File: config.mk
export PLATFORM = sky130hd
export DESIGN_NAME = add_slice_sequencer
export DESIGN_NICKNAME = d
export VERILOG_FILES = /design/src/rtl/add_slice_sequencer.sv
export SDC_FILE = /design/constraint.sdc
export NUM_CORES = 1
export LEC_CHECK = 0
export ABC_AREA = 1
export CAP_MARGIN = 25
export CORE_MARGIN = 5
export CORE_UTILIZATION = 52
export DETAILED_ROUTE_END_ITERATION = 6
export GPL_TIMING_DRIVEN = 0
export HOLD_SLACK_MARGIN = 0.06
export PLACE_DENSITY = 0.87
export SLEW_MARGIN = 10
export SYNTH_ARGS = -nofsm -noshare
export SYNTH_HDL_FRONTEND = slang
export SYNTH_SLANG_ARGS = --single-unit
File: constraint.sdc
create_clock -name clk -period 5 [get_ports clk]
set_input_delay 1.25 -clock clk [delete_from_list [all_inputs] [get_ports clk]]
set_output_delay 1.25 -clock clk [all_outputs]
set_load 0.1 [all_outputs]
File: src/rtl/add_slice_sequencer.sv
// add_slice_sequencer: one SLICE_W-bit adder shared by two requesters.
// Each request is a W-bit add. It is done over NSLICE cycles, low slice first,
// and the carry is passed from slice to slice through a register.
module add_slice_sequencer #(
  parameter int unsigned SLICE_W = 16,
  parameter int unsigned NSLICE  = 2,
  localparam int unsigned W      = SLICE_W * NSLICE
) (
  input  logic         clk,
  input  logic         rst_n,
  input  logic         req0_valid,
  output logic         req0_ready,
  input  logic [W-1:0] req0_a,
  input  logic [W-1:0] req0_b,
  input  logic         req0_cin,
  input  logic         req1_valid,
  output logic         req1_ready,
  input  logic [W-1:0] req1_a,
  input  logic [W-1:0] req1_b,
  input  logic         req1_cin,
  output logic         rsp_valid,
  input  logic         rsp_ready,
  output logic         rsp_id,
  output logic [W-1:0] rsp_sum,
  output logic         rsp_cout
);

  localparam int unsigned IDXW = (NSLICE > 1) ? $clog2(NSLICE) : 1;
  localparam logic [IDXW-1:0] LAST_IDX = IDXW'(NSLICE - 1);

  typedef enum logic [1:0] {
    IDLE = 2'd0,
    ADD  = 2'd1,
    DONE = 2'd2
  } state_t;

  state_t          state;
  logic [W-1:0]    opa;
  logic [W-1:0]    opb;
  logic            carry;
  logic [IDXW-1:0] idx;
  logic            last_grant;

  logic            grant;
  logic            accept;
  logic [W-1:0]    sel_a;
  logic [W-1:0]    sel_b;
  logic            sel_cin;
  int unsigned     base;
  logic [SLICE_W-1:0] slice_a;
  logic [SLICE_W-1:0] slice_b;
  logic [SLICE_W:0]   slice_res;

  // Arbitration: the sole valid requester wins; on a tie, whoever did not win last time.
  always_comb begin
    grant  = 1'b0;
    accept = 1'b0;
    if (req0_valid && req1_valid) begin
      grant = ~last_grant;
    end else begin
      grant = req1_valid;
    end
    accept     = rst_n && (state == IDLE) && (req0_valid || req1_valid);
    req0_ready = accept && !grant;
    req1_ready = accept && grant;
    sel_a      = grant ? req1_a   : req0_a;
    sel_b      = grant ? req1_b   : req0_b;
    sel_cin    = grant ? req1_cin : req0_cin;
  end

  // Shared slice adder working on the slice selected by idx.
  always_comb begin
    base      = 32'(idx) * SLICE_W;
    slice_a   = opa[base +: SLICE_W];
    slice_b   = opb[base +: SLICE_W];
    slice_res = {1'b0, slice_a} + {1'b0, slice_b} + (SLICE_W + 1)'(carry);
  end

  // Sequencer FSM: capture, add one slice per cycle, hold the result until it is taken.
  always_ff @(posedge clk or negedge rst_n) begin
    if (!rst_n) begin
      state      <= IDLE;
      opa        <= '0;
      opb        <= '0;
      carry      <= 1'b0;
      idx        <= '0;
      last_grant <= 1'b1;
      rsp_valid  <= 1'b0;
      rsp_id     <= 1'b0;
      rsp_sum    <= '0;
      rsp_cout   <= 1'b0;
    end else begin
      case (state)
        IDLE: begin
          if (accept) begin
            opa      <= sel_a;
            opb      <= sel_b;
            carry    <= sel_cin;
            idx      <= '0;
            rsp_id   <= grant;
            rsp_sum  <= '0;
            rsp_cout <= 1'b0;
            state    <= ADD;
          end
        end
        ADD: begin
          rsp_sum[base +: SLICE_W] <= slice_res[SLICE_W-1:0];
          carry <= slice_res[SLICE_W];
          idx   <= idx + 1'b1;
          if (idx == LAST_IDX) begin
            rsp_cout  <= slice_res[SLICE_W];
            rsp_valid <= 1'b1;
            state     <= DONE;
          end
        end
        DONE: begin
          if (rsp_ready) begin
            last_grant <= rsp_id;
            rsp_valid  <= 1'b0;
            state      <= IDLE;
          end
        end
        default: begin
          state     <= IDLE;
          rsp_valid <= 1'b0;
        end
      endcase
    end
  end

endmodule

# Word-level counts from Yosys, hierarchy flattened
# Cells that the tools add are included.
word_totals:
  elab_cells: 60
  output_inout_bits: 37
  reg_bits: 104
classes:
  eq_ne: 5
  n_reduce_logical: 15
  bitwise_logic: 2
  n_mux: 20
  n_addsub: 4
  n_shift: 4
ops:
  columns: ["cell", "n"]
  rows:
  - ["$mux 32", 3]
  - ["$pmux 32 s2", 1]
  - ["$shiftx 32x6->16", 2]
  - ["$neg 5->34", 1]
  - ["$shift 16x34->32 const A", 1]
  - ["$shiftx 16x34->32", 1]
  - ["$bwmux 32", 1]
  - ["$add 16x16->17", 1]
  - ["$add 17x1->17", 1]
  - ["$reduce_and 3->1", 3]
  - ["$mux 1", 7]
  - ["$mux 2", 3]
  - ["$ne 2x2->1 const B", 3]
  - ["$pmux 1 s2", 3]
  - ["$pmux 2 s3", 1]
  - ["$reduce_and 2->1", 3]
  - ["$logic_and 1x1->1", 5]
  - ["$pmux 1 s3", 1]
  - ["$eq 2x1->1 const B", 1]
  - ["$eq 2x2->1 const B", 1]
  - ["$logic_not 2->1", 1]
  - ["$not 1->1", 2]
  - ["$reduce_bool 2->1", 1]
  - ["$add 1x1->1 const B", 1]
  - ["2 further kinds", 2]

# Depth between registers and ports, before layout
depth:
  depth_word: 6
  mapped_depth: 18
  ltp_nobuf: 16

# Worst setup path before layout
# OpenSTA, ideal clock, no wires.
synth_timing:
  path_type: "input to output"
  startpoint: "input rst_n"
  endpoint: "output req1_ready"
  path_slack_ps: 1683
  t_arrival_ps: 2067
  path_buffers: 1
  stages: 5
  cell_sequence: "nand3_2 nor2_4 nand2_1 inv_2 buf_2"
synth_via:
  elab_chain_len: 3
synth_rtl:
  columns: ["item", "line_no", "rtl"]
  rows:
  - ["start: declaration", "10", "input logic rst_n,"]
  - ["$logic_and 1x1->1 (2 in series)", "63", "accept = rst_n && (state == IDLE) && (req0_valid || req1_valid);"]
  - ["$logic_and 1x1->1", "65", "req1_ready = accept && grant;"]
  - ["end: declaration", "17", "output logic req1_ready,"]
# Every way passes these cells.

# Worst setup path after layout
# Same ends and word-level chain as after synthesis.

==> impl_metrics.yaml <==
detailed_routing:
  post-route-drc-count: 0
  first_pass_iters: 5
  ant_nets: 0
  finalWirelength_um: 16700
  drt-initial-drc-count: 345
  vias: 5769
  route.detailed.wl_per_inst_um: 14.6
  vias_per_cell: 5.04
critical_path:
  crit_path_cell_trace: "buf_6 -> buf_16 -> nand3_2 -> nor2_4 -> nand2_1 -> inv_2 -> buf_2 -> dlygate4sd2_1"
  critPathLaunchType: "primary input"
  critPathRequiredTime_ps: 3750
  crit_path_end_kind: "output port"
  slowest_stage: "dlygate4sd2_1"
  cp_top_family: "buffers and inverters"
  cp_data_arrival_time_ps: 3450
  critical_path_class: "primary input to output port"
  path_max_fanout: 65
  critPathBufInv: 5
  critPathMaxStageDelay_ps: 880
power:
  power_frac_clock_pct: 9.8
  power.density_nw_per_um2: 695
  leakage_nw: 4.06
  comb_power_share_pct: 63.9
  p_sw_mw: 2.93
  power_frac_seq_pct: 26.4
  swShare_pct: 53.4
  p_int_mw: 2.55
  vdd_ir_drop_max_mv: 0.539
logic_synthesis:
  ys_types: 26
  ys_warn_count: 0
  ys_seq_area_share_pct: 45.1
  syn_inst: 816
  ys_ff_latch: 104
  synthesis.area_sq_um: 5770
  synth_nets: 968
  syn_area_per_cell_sq_um: 7.07
sta:
  fmax_mhz: 213
  slew_violations: 0
  slew_headroom_pct: 33.8
  post-route-period-util_pct: 94.1
  rsz0062_at_grt: "false"
  hold_violations: 0
  setup_ws_ps: 297
  worst_pin_slew_ps: 990
  setup_viol: 0
  fin_hold_ws_ps: 491
  period_needed_ps: 4700
  fin_worst_skew_ps: 19.8
die:
  io_pins: 172
  rows: 38
  start_util_pct: 53.3
  coreArea_sq_um: 10800
  chipHeight_um: 115
  die_x_um: 115
  die_area_sq_um: 13300
final_layout:
  mostFrequentLayoutCells: "nand2_1 (442), clkdlybuf4s50_1 (168), dfrtp_1 (103)"
  diodes: 0
  fillCellCount: 914
  drive_gt1_share_pct: 6.37
  nets: 1151
  post-route-util_pct: 72.7
  layout_commonest_cell: "nand2_1"
  syn2layout_area_growth_pct: 36.5
  design_area_sq_um: 7880
clock_tree:
  insertion_delay_ps: 380
  cts_buffers: 9
  numClockSinks: 104
  clock-root-buffer: "clkbuf_8"
  htree_levels: 3
  clkTransAtPathRegs_ps: 100
  clockBufferDepth: 2
  cts_setup_buffers: 0
  cts_tree: "done"
flow_run:
  maxCapViolations: 0
placed_design:
  dp_hpwl_um: 13300
  io_buffers: 171
  place_ws_ps: -49.0
  postPlaceCellArea_sq_um: 7690
  gp_congestion: 0.931
min_path:
  hp-class: "flip-flop to flip-flop"
grt:
  grt_overflow: 0
  grt_usage_pct: 25.9
  antenna_found_initial: 0
  grt_pass1_vias: 5697
  grt_first_pass_wirelength_um: 27200
  grt_max_degree: 66
outcome:
  status: "finished, final reports clean"
[final cells by class]
| class | count | area, sq um | share of cell area [%] |
|---|---|---|---|
| multi-input combinational | 615 | 2710 | 34.3 |
| clock buffer | 11 | 131 | 1.67 |
| sequential | 104 | 2600 | 33.0 |
| timing repair buffer | 172 | 1740 | 22.1 |
| tap | 140 | 175 | 2.22 |
| buffer | 32 | 219 | 2.78 |
| clock inverter | 5 | 62.6 | 0.794 |
| inverter | 65 | 244 | 3.10 |
[cell usage after synthesis]
cell	count	area, sq um
a21oi_1	9	45.0
buf_1	2	7.51
buf_2	10	50.1
buf_4	7	52.6
buf_6	8	90.1
clkbuf_1	5	18.8
dfrtp_1	103	2580
dfstp_2	1	26.3
fa_1	2	40.0
ha_1	15	188
inv_1	54	203
inv_2	11	41.3
nand2_1	442	1660
nand2_2	1	6.26
nand3_1	94	470
nand3_2	1	10.0
nand3b_1	2	15.0
nor2_1	11	41.3
nor2_2	2	12.5
nor2_4	2	22.5
nor3_1	5	25.0
o21ai_0	18	90.1
o22ai_1	1	6.26
or2_2	5	31.3
xnor2_1	1	8.76
xor2_1	4	35.0
[per-stage QoR]
step,std cells,power (mW),setup TNS [ps]
finish,1144,5.48,0
global route,1144,5.94,0
CTS,1144,5.47,0
detailed placement,1128,4.93,-61.8
global placement,1127,4.84,-260630
floorplan,816,3.95,0
[layer usage]
metal | wire length, um | vias to the layer above | track usage [%]
met2 | 8150 | 233 | 44.8
li1 | - | 2893 | -
met3 | 1520 | 24 | 6.89
met5 | 0 | - | 0
met4 | 347 | 0 | 7.04
met1 | 6660 | 2619 | 32.1
[power groups by stage]
stage                     registers, mW  clock network, mW  logic (mW)
after floorplan                    2.06                  0        1.89
after global placement             1.45                  0        3.39
after detailed placement           1.45                  0        3.48
after CTS                          1.44              0.536        3.49
after global routing               1.48              0.566        3.89
final                              1.45              0.535        3.50
[worst reg2reg max path, delay by kind of cell, from the launching register on]
family          cells  cell delay (ps)
compound gates      1              140
buf+inv             5              870
fa+ha+maj           2              620
simple gates        9              850
flops               1              370
[path summary, 6_finish.rpt]
| path | cells after the start | endpoint | slack (ps) | from |
|---|---|---|---|---|
| max reg2reg | 17 | rsp_cout$_DFFE_PN0P_ | 2080 | idx$_DFFE_PN0P_ |
| min reg2reg | 2 | rsp_sum[26]$_DFFE_PN0P_ | 490 | rsp_sum[26]$_DFFE_PN0P_ |
| max | 8 | req1_ready | 300 | rst_n |
| min in group asynchronous | 1 | rsp_cout$_DFFE_PN0P_ | 760 | rst_n |
| max in group asynchronous | 2 | opb[31]$_DFFE_PN0P_ | 3580 | rst_n |
| min | 2 | rsp_sum[26]$_DFFE_PN0P_ | 490 | rsp_sum[26]$_DFFE_PN0P_ |
[registers in the layout (all words and copies together), names as in the netlist]
register,count
rsp_cout,1
rsp_valid,1
opa,32
opb,32
idx,1
last_grant,1
carry,1
state,2
rsp_sum,32
rsp_id,1
[cells by family after synthesis]
logic type,Yosys count,share of synthesized area [%]
flip-flops,104,45.1
buffers and inverters,97,8.02
XOR/XNOR,5,0.759
AO/OA/AOI/OAI,28,2.45
adder cells (fa/ha/maj),17,3.94
AND/OR/NAND/NOR,565,39.7
[repair_timing]
| item | in CTS | in global routing |
|---|---|---|
| gates resized for setup | 2 | 0 |
| hold buffers | 0 | 0 |
| endpoints found under the setup margin | 2 | 0 |
| endpoints found under the hold margin | 0 | 0 |
Power figures use the tool's default switching activity.
